<file path="src/rtl/garegga_snd_rom_arb.sv">
// rtl/garegga_snd_rom_arb.sv - shares one SDRAM read port between the sound Z80 ROM and the OKI PCM fetch,
// with a one-entry data cache per requester.
module garegga_snd_rom_arb #(
  parameter int             MAW         = 22,
  parameter logic [MAW-1:0] Z80_BASE    = '0,
  parameter logic [MAW-1:0] PCM_BASE    = '0,
  parameter logic [7:0]     PCM_MAXWAIT = 8'd32
) (
  input  logic           CLK96,
  input  logic           RESET96_N,
  input  logic           ROMZ80_CS,
  input  logic [16:0]    ROMZ80_ADDR,
  output logic           ROMZ80_OK,
  output logic [7:0]     ROMZ80_DOUT,
  input  logic           PCM_CS,
  input  logic [19:0]    PCM_ADDR,
  output logic           PCM_OK,
  output logic [7:0]     PCM_DOUT,
  input  logic           PCM_FLUSH,
  output logic           MEM_CS,
  output logic [MAW-1:0] MEM_ADDR,
  input  logic           MEM_OK,
  input  logic [7:0]     MEM_DOUT
);

  typedef enum logic [1:0] {IDLE, ISSUE, WAIT, GAP} state_t;

  state_t      state, state_nxt;
  logic        sel;              // 0: Z80, 1: PCM
  logic [19:0] lat_addr;
  logic        z_valid, p_valid;
  logic [16:0] z_tag;
  logic [19:0] p_tag;
  logic [7:0]  z_data, p_data;
  logic [7:0]  pcm_wait;

  logic z_hit, p_hit, z_pend, p_pend, pcm_first, grant, mem_done, busy;

  // A flush in progress already hides the PCM entry so the new bank never sees stale data.
  assign z_hit     = ROMZ80_CS & z_valid & (ROMZ80_ADDR == z_tag);
  assign p_hit     = PCM_CS & p_valid & ~PCM_FLUSH & (PCM_ADDR == p_tag);
  assign z_pend    = ROMZ80_CS & ~z_hit;
  assign p_pend    = PCM_CS & ~p_hit;
  assign pcm_first = p_pend & (~z_pend | (pcm_wait >= PCM_MAXWAIT));
  assign grant     = (state == IDLE) & (z_pend | p_pend);
  assign mem_done  = (state == WAIT) & MEM_OK;
  assign busy      = (state != IDLE);

  assign ROMZ80_OK   = z_hit;
  assign ROMZ80_DOUT = z_data;
  assign PCM_OK      = p_hit;
  assign PCM_DOUT    = p_data;

  always_ff @(posedge CLK96) begin
    if (!RESET96_N) state <= IDLE;
    else            state <= state_nxt;
  end

  always_comb begin
    state_nxt = state;
    case (state)
      IDLE:    if (z_pend | p_pend) state_nxt = ISSUE;
      ISSUE:   state_nxt = WAIT;
      WAIT:    if (MEM_OK) state_nxt = GAP;
      default: state_nxt = IDLE;
    endcase
  end

  always_ff @(posedge CLK96) begin
    if (!RESET96_N) begin
      sel      <= 1'b0;
      lat_addr <= '0;
      MEM_CS   <= 1'b0;
      MEM_ADDR <= '0;
      z_valid  <= 1'b0;
      z_tag    <= '0;
      z_data   <= '0;
      p_valid  <= 1'b0;
      p_tag    <= '0;
      p_data   <= '0;
      pcm_wait <= '0;
    end else begin
      if (grant) begin
        sel      <= pcm_first;
        lat_addr <= pcm_first ? PCM_ADDR : {3'b000, ROMZ80_ADDR};
      end
      if (state == ISSUE) begin
        MEM_CS   <= 1'b1;
        MEM_ADDR <= (sel ? PCM_BASE : Z80_BASE) + {{(MAW-20){1'b0}}, lat_addr};
      end
      if (mem_done) begin
        MEM_CS <= 1'b0;
        if (sel) begin
          p_valid <= 1'b1;
          p_tag   <= lat_addr;
          p_data  <= MEM_DOUT;
        end else begin
          z_valid <= 1'b1;
          z_tag   <= lat_addr[16:0];
          z_data  <= MEM_DOUT;
        end
      end
      if (PCM_FLUSH) p_valid <= 1'b0;
      // Waiting time counts only while PCM is not the one being served.
      if (!PCM_CS || (grant && pcm_first))
        pcm_wait <= '0;
      else if (p_pend && !(busy && sel) && (pcm_wait != 8'hFF))
        pcm_wait <= pcm_wait + 8'd1;
    end
  end

endmodule

</file>
<file path="config.mk">
export PLATFORM = sky130hd
export DESIGN_NAME = garegga_snd_rom_arb
export DESIGN_NICKNAME = d
export VERILOG_FILES = /design/src/rtl/garegga_snd_rom_arb.sv
export SDC_FILE = /design/constraint.sdc
export NUM_CORES = 1
export LEC_CHECK = 0
export BUFFER_PORTS_ARGS = -buffer_cell sky130_fd_sc_hd__buf_2
export CORE_ASPECT_RATIO = 1.4
export CORE_UTILIZATION = 60
export DETAILED_ROUTE_END_ITERATION = 6
export PLACE_DENSITY = 0.93
export SLEW_MARGIN = 5
export SYNTH_ARGS = -nofsm -noshare
export SYNTH_HDL_FRONTEND = slang
export SYNTH_SLANG_ARGS = --single-unit
</file>
<file path="constraint.sdc">
create_clock -name CLK96 -period 4.1 [get_ports CLK96]
set_clock_uncertainty 0.1 [all_clocks]
set_input_delay 0.205 -clock CLK96 [delete_from_list [all_inputs] [get_ports CLK96]]
set_output_delay 0.205 -clock CLK96 [all_outputs]
set_load 0.05 [all_outputs]
</file>
==> results of run 1 <==
[power by group through the flow]
stage               Clock (W)  Sequential, W  Combinational (W)
global placement            0        0.00131           0.000839
CTS                  0.000681        0.00130           0.000880
floorplan                   0        0.00145           0.000480
detailed placement          0        0.00132           0.000866
global route         0.000729        0.00132           0.000959
finish               0.000685        0.00130           0.000900
[metal layers]
metal	vias up	global-route usage
met4	0	0.2519
met5	-	0
li1	2180	-
met2	269	0.5795
met1	2214	0.3490
met3	70	0.04979
[critical path: cells and delay by family]
kind | cells | cell delay, ns
xor gates and xnor gates | 1 | 0.16
AOI/OAI and AO/OA | 2 | 0.47
and+or+nand+nor | 3 | 1.52
buffers and inverters | 3 | 0.95
[registers in the layout, indices dropped and copies added (netlist names)]
signal	flops
z_tag	17
MEM_ADDR	20
state	2
ROMZ80_DOUT	8
MEM_CS	1
pcm_wait	8
PCM_DOUT	8
p_tag	20
p_valid	1
lat_addr	20
sel	1
z_valid	1
[worst paths after layout]
| path | from | to |
|---|---|---|
| worst min-delay path | PCM_ADDR[17] | lat_addr[17] |
| worst max-delay path | PCM_ADDR[6] | lat_addr[3] |
| worst min register to register | PCM_DOUT[2] | PCM_DOUT[2] |
| worst max register to register | p_tag[16] | pcm_wait[5] |
[final cells by class]
type	instances	area [um2]	area share
Clock buffer	11	151.4	0.02611
Clock inverter	5	60.06	0.01036
Multi-Input combinational cell	426	2646	0.4564
Inverter	8	30.03	0.005179
Timing Repair Buffer	111	643.1	0.1109
Tap cell	100	125.1	0.02158
Sequential cell	107	2142	0.3694
[logic make-up (layout without fill, tap and decap cells)]
logic type | after synthesis | count (layout) | synth area share
buffers and inverters | 45 | 135 | 0.03907
flip-flops | 107 | 107 | 0.4316
multiplexers | 20 | 20 | 0.04033
AO/OA/AOI/OAI | 140 | 140 | 0.1961
XOR/XNOR | 39 | 39 | 0.06882
adder cells (fa/ha/maj) | 6 | 6 | 0.01512
AND/OR/NAND/NOR | 219 | 219 | 0.2082
other | 1 | 2 | 0.0007555
[metrics by stage]
step | hold slack (ns) | util | std cells
3_3_place_gp | 0.3235 | 0.6904 | 739
4_1_cts | 0.002696 | 0.7324 | 767
5_1_grt | 0.009491 | 0.7346 | 768
3_5_place_dp | 0.3364 | 0.6904 | 739
2_1_floorplan | 0.1811 | - | 578
6_report | 0.003042 | 0.7346 | 768
[cells in the final DEF (no fill, tap or decap), types with 10 or more instances in the layout]
master	count
nand3_1	28
a21boi_0	53
nand4_1	10
o21ai_1	18
buf_2	89
xor2_1	20
a31oi_1	17
nand2_1	121
mux2i_1	20
clkbuf_8	11
nor2b_1	20
dfxtp_1	107
xnor2_1	19
o31ai_1	20
dlygate4sd3_1	13
==> metrics.md, run 1 <==
| Metric | Value |
|---|---|
| Fin crit share | `0.7554` |
| WHS Path Cells | `3` |
| Final HPWL DP | `around 9300 um` |
| Pint | `0.001787 W` |
| Reg2Reg Setup Slack | `1.09 ns` |
| Vias | `4733` |
| Placed cell areas | `5449 um2` |
| Critical path's slowest cell | `nor4_1` |
| Fmax | `between 300 and 400 MHz` |
| Synthesized area | `between 4000 and 5000 um2` |
| Worst-Skew Late Latency | `0.39 ns` |
| Die Area | `8645 um2` |
| Post_cts resized | `0` |
| Top Layer Used | `met4` |
| CTS tree | `built` |
| Synth top area share | `0.4316` |
| CTS Buf Count | `9` |
| CP peak stage delay | `0.55 ns` |
| Final critical-path required period | `roughly 3.1 ns` |
| Die height | `109.6 um` |
| GR Util All Layers | `0.3278` |
| Initial antenna violation count | `0` |
| Kind of critical path | `in -> reg` |
| Top post-synthesis cells by count | `nand2_1, dfxtp_1, a21boi_0` |
| P&R area growth vs syn | `16.81%` |
| # H-tree levels | `3` |
| Vias in the first global route | `4667` |
| Cell variety after synth | `48` |
| Comb power frac | `0.312` |
| Final wirelength | `between 10000 and 15000 um` |
| Mapped Cells | `577` |
| Largest net degree at the start of global routing | `67` |
| Data arrival time of the worst path | `between 3 and 4 ns` |
| Cell taking the most area after synthesis | `dfxtp_1` |
| Worst hold path type | `in -> reg` |
| First-pass GRT wire length | `21630 um` |
| Antenna Nets Post-Route | `0` |
| Initial Utilization | `0.6289` |
| Max Root-Sink Buffers | `2` |
| Fin. max-slew vios | `0` |
| Psw | `0.001100 W` |
| Number of enable flip-flop cells after synthesis | `0` |
| Reg clk slew, reported paths | `0.10 ns` |
| DRT iter0 DRCs | `486` |
| Crit-path cells | `dlygate4sd3_1 -> buf_2 -> xor2_1 -> or4_1 -> nor4_1 -> a211oi_4 -> or2_0 -> buf_4 -> a31oi_1` |
| DRC violations left | `0` |
| Setup_tns | `0 ns` |
| Postcts setup bufs | `0` |
| Max IR drop VDD | `0.0002830 V` |
| Met3 routed WL | `1031 um` |
| Slew HR | `0.2410` |
| Rows | `38` |
| Count leader, synth | `nand2_1` |
| Fraction of layout cells with a size suffix above 1 | `0.1826` |
| Root buf cell | `clkbuf_8` |
| Die W | `78.87 um` |
| CP endpoint kind | `flip-flop` |
| Seq cells post-synth | `107` |
| Post-synthesis sequential area ratio | `0.4316` |
| Max-cap violation count | `0` |
| Sequential Power Share | `0.451` |
| Remaining global-route overflow | `0` |
| Cts hold-fix bufs | `12` |
| Reg2Reg Depth | `6` |
| Synthesized area per cell | `between 8 and 9 um2` |
| Diode count | `0` |
| Net Sw Frac | `0.3811` |
| Routed vias/inst | `6.163` |
| Lkg Pwr | `2.189 nW` |
| CP max FO | `19` |
| Tightest Pin Transition | `1.135 ns` |
| RSZ-0062 raised after global routing | `false` |
| Ys flop type | `dfxtp_1` |
| Ports | `92` |
| Yosys warns | `0` |
| Met1 wire length | `around 4900 um` |
| GP Congestion | `~0.9` |
| Final nets | `720` |
| Critical Path RT | `4.31 ns` |
| Pre-antenna DRT Iters | `5` |
| Power share of the clock group | `0.237` |
| Final setup violation count | `0` |
| Fin area | `5798 um2` |
| Tot Pwr | `0.002888 W` |
| Status | `completed` |
| Count of port buffers added during placement | `89` |
| Pwr dens | `498.0 nW/um2` |
| Met2 WL post-DR | `6802 um` |
| Core Footprint | `7893 um2` |
| Fillers | `581` |
| Final Hold Fails | `0` |
| Largest cells by area after synthesis | `dfxtp_1, nand2_1, a21boi_0, mux2i_1, xor2_1` |
| Drt wl/cell | `between 15 and 20 um` |
| Worst slack, placed | `between 1 and 1.5 ns` |
| CP Launch Type | `input port` |
| Worst setup margin | `1.003 ns` |
| CTS sink cnt | `about 110` |
| Async SR Flop Fraction | `0` |
No activity file was read; power rests on OpenSTA's default activity.
==> run 2: changes to the inputs <==
ABC_AREA = 1   (was unset)
CORE_UTILIZATION = 50   (was 60)
PLACE_DENSITY = 0.84   (was 0.93)
clock period = 2.6 ns   (was 4.1 ns; I/O delays follow)
==> run 2 against run 1 <==
- design area increased by 3.9%
- first-iteration DRC count decreased by 18%
- critical path type is now reg -> reg
- setup slack got worse by 0.54 ns
- wire length decreased by 6.4%
- count of clock-buffer cells in the layout decreased by 1
- register-to-register slack got worse by 0.63 ns
==> metrics.md, run 2 <==
| Metric | Value |
|---|---|
| Synth top area share | `0.4163 (was 0.4316)` |
| DRT iter0 DRCs | `397 (was 486)` |
| GP Congestion | `0.9282 (was 0.9116)` |
| Remaining global-route overflow | `0 (unchanged)` |
| Drt wl/cell | `13.09 um (was 17.74 um)` |
| Final nets | `891 (was 720)` |
| Max Root-Sink Buffers | `2 (unchanged)` |
| Ys flop type | `dfxtp_1 (unchanged)` |
| Cell taking the most area after synthesis | `dfxtp_1 (unchanged)` |
| Max-cap violation count | `0 (unchanged)` |
| Postcts setup bufs | `0 (unchanged)` |
| Slew HR | `0.6333 (was 0.2410)` |
| Simple-gate share of the synthesized area | `0.2675 (was 0.2082)` |
| Synthesized area per cell | `6.814 um2 (was 8.602 um2)` |
| Cell variety after synth | `32 (was 48)` |
| Vias | `4922 (was 4733)` |
| Mux contribution to synthesized area | `0 (was 0.04033)` |
| P&R area growth vs syn | `17.14% (was 16.81%)` |
| Ports | `92 (unchanged)` |
| Core Footprint | `9953 um2 (was 7893 um2)` |
| Psw | `0.002134 W (was 0.001100 W)` |
| Routing usage on met3 | `0.04675 (was 0.04979)` |
| Initial antenna violation count | `0 (unchanged)` |
| Reg clk slew, reported paths | `0.06 ns (was 0.10 ns)` |
| Kind of critical path | `reg -> reg (was in -> reg)` |
| Setup_tns | `0 ns (unchanged)` |
| Net Sw Frac | `0.3920 (was 0.3811)` |
| Top flop regs | `MEM_ADDR x20, lat_addr x20, p_tag x20 (unchanged)` |
| Diode count | `0 (unchanged)` |
| Data arrival time of the worst path | `2.28 ns (was 3.31 ns)` |
| Initial Utilization | `0.5169 (was 0.6289)` |
| Largest net degree at the start of global routing | `67 (unchanged)` |
| Routed vias/inst | `5.053 (was 6.163)` |
| CTS tree | `built (unchanged)` |
| Fin. max-slew vios | `0 (unchanged)` |
| Post-synthesis compound-gate area fraction | `0.1552 (was 0.1961)` |
| Global-route met2 utilization | `0.3857 (was 0.5795)` |
| Die W | `87.73 um (was 78.87 um)` |
| Async SR Flop Fraction | `0 (unchanged)` |
| Vias in the first global route | `4316 (was 4667)` |
| GR Util All Layers | `0.2463 (was 0.3278)` |
| Pwr dens | `903.4 nW/um2 (was 498.0 nW/um2)` |
| Comb power frac | `0.348 (was 0.312)` |
| Core Util, Final | `0.6055 (was 0.7346)` |
| Final setup violation count | `0 (unchanged)` |
| Lkg Pwr | `2.915 nW (was 2.189 nW)` |
| Pint | `0.003311 W (was 0.001787 W)` |
| Worst-Skew Late Latency | `0.34 ns (was 0.39 ns)` |
| Post-synthesis sequential area ratio | `0.4163 (was 0.4316)` |
| Number of enable flip-flop cells after synthesis | `0 (unchanged)` |
| Mapped Cells | `755 (was 577)` |
| Critical Path RT | `2.74 ns (was 4.31 ns)` |
| Fin crit share | `0.8216` |
| Pre-antenna DRT Iters | `6 (was 5)` |
| Fmax | `468.1 MHz` |
| Max IR drop VDD | `0.0005994 V (was 0.0002830 V)` |
| Rows | `43 (was 38)` |
| Tightest Pin Transition | `0.5501 ns (was 1.135 ns)` |
| Most common library cell in the layout ignoring fill and taps | `nand2_1 (unchanged)` |
| Count leader, synth | `nand2_1 (unchanged)` |
| Top post-synthesis cells by count | `nand2_1, inv_1, dfxtp_1 (was nand2_1, dfxtp_1, a21boi_0)` |
| Tot Pwr | `0.005445 W (was 0.002888 W)` |
| Die height | `122.0 um (was 109.6 um)` |
| Post_cts resized | `0 (unchanged)` |
| Synthesized area | `5145 um2 (was 4964 um2)` |
| Power share of the clock group | `0.259 (was 0.237)` |
| Final Hold Fails | `0 (unchanged)` |
| Seq cells post-synth | `107 (unchanged)` |
| Final critical-path required period | `between 2 and 2.5 ns` |
| Die Area | `10710 um2 (was 8645 um2)` |
| DRC violations left | `0 (unchanged)` |
| Synth Area in Adders | `0.01459 (was 0.01512)` |
| Antenna Nets Post-Route | `0 (unchanged)` |
| Worst hold path type | `in -> reg (unchanged)` |
| Largest family of logic cells by synthesized area | `simple AND/OR/NAND/NOR gates (unchanged)` |
| Yosys warns | `0 (unchanged)` |
| CP max FO | `22 (was 19)` |
| Met1 GRT Util | `0.3183 (was 0.3490)` |
| First-pass GRT wire length | `20440 um (was 21630 um)` |
| Sequential Power Share | `0.393 (was 0.451)` |
| RSZ-0062 raised after global routing | `false (unchanged)` |
| CP endpoint kind | `flip-flop (unchanged)` |
| CP Launch Type | `flip-flop (was input port)` |
| CTS sink cnt | `107 (unchanged)` |
| Largest cells by area after synthesis | `dfxtp_1, nand2_1, a21oi_1, inv_1, o21ai_0 (was dfxtp_1, nand2_1, a21boi_0, mux2i_1, xor2_1)` |
| Synth Area in XOR/XNOR | `0.02213 (was 0.06882)` |
| # H-tree levels | `3 (unchanged)` |
| Status | `completed (unchanged)` |
| Most frequent cells in the layout | `nand2_1, inv_1, dfxtp_1 (was nand2_1, dfxtp_1, buf_2)` |
| Final wirelength | `12750 um (was 13620 um)` |
| Count of port buffers added during placement | `89 (unchanged)` |
| Root buf cell | `clkbuf_16 (was clkbuf_8)` |
| Top Usage Layer GRT | `met2 (unchanged)` |
| CTS Buf Count | `9 (unchanged)` |
| Fraction of layout cells with a size suffix above 1 | `0.1573 (was 0.1826)` |
| Final HPWL DP | `9151 um (was 9338 um)` |
-- run 2: worst max-delay path, stage by stage, from the launching register on --
cell and delay, ns:
dfxtp_1 0.35, inv_1 0.05, nand2_1 0.05, nand2_1 0.08
nor2_1 0.11, nand2_1 0.06, nor2_1 0.14, nand3_1 0.18
nand3_2 0.39, nand2_4 0.21, nand2_1 0.14, nand3_2 0.07
nand2_1 0.07, inv_1 0.03
-- run 2: worst paths after layout --
path	slack, ns	end	startpoint	cells past startpoint
min	0.02	lat_addr[6]	ROMZ80_ADDR[6]	5
max	0.46	lat_addr[10]	z_tag[14]	13
min reg2reg	0.36	PCM_DOUT[7]	PCM_DOUT[7]	2
max reg2reg	0.46	lat_addr[10]	z_tag[14]	13
-- run 2: cell type report --
type | instances | area (um2)
Tap cell | 135 | 168.9
Sequential cell | 107 | 2142
Clock buffer | 10 | 229.0
Timing Repair Buffer | 104 | 580.6
Clock inverter | 6 | 80.08
Inverter | 120 | 452.9
Multi-Input combinational cell | 492 | 2374
Fill cell | 915 | 3926
-- run 2: power groups by stage --
stage	Clock, W	Combinational, W	Sequential, W
after global routing	0.00150	0.00209	0.00218
after detailed placement	0	0.00187	0.00217
after floorplan	0	0.000981	0.00265
final	0.00141	0.00190	0.00214
after CTS	0.00143	0.00189	0.00214
after global placement	0	0.00184	0.00216
-- run 2: metal layers --
| metal | routed length (um) | vias up |
|---|---|---|
| met5 | 0 | - |
| met4 | 458 | 0 |
| met2 | 6117 | 167 |
| li1 | - | 2530 |
| met3 | 771 | 38 |
| met1 | 5406 | 2187 |
-- run 2: cells by family (layout without fill, tap and decap cells) --
kind of cell             after synthesis  in the layout
XOR/XNOR                              13             13
other                                  1              2
AND/OR/NAND/NOR                      314            314
AO/OA/AOI/OAI                        157            157
flip-flops                           107            107
adder cells (fa/ha/maj)                6              6
buffers and inverters                157            240
-- run 2: what timing repair did --
action / 4_1_cts / 5_1_grt
endpoints found under the setup margin: 0 / 0
hold buffers: 9 / 0
hold endpoints to repair: 17 / 0
-- run 2: metrics by stage --
step / cells / hold WS [ns] / setup WS, ns / instance area [um2]
final: 974 / 0.01863 / 0.4639 / 6027
after global routing: 974 / 0.009674 / 0.2914 / 6027
after CTS: 974 / 0.007139 / 0.4830 / 6027
after detailed placement: 949 / 0.2157 / 0.5419 / 5628
after global placement: 949 / 0.2101 / 0.5696 / 5628
after floorplan: 756 / 0.1085 / 0.8783 / 5149
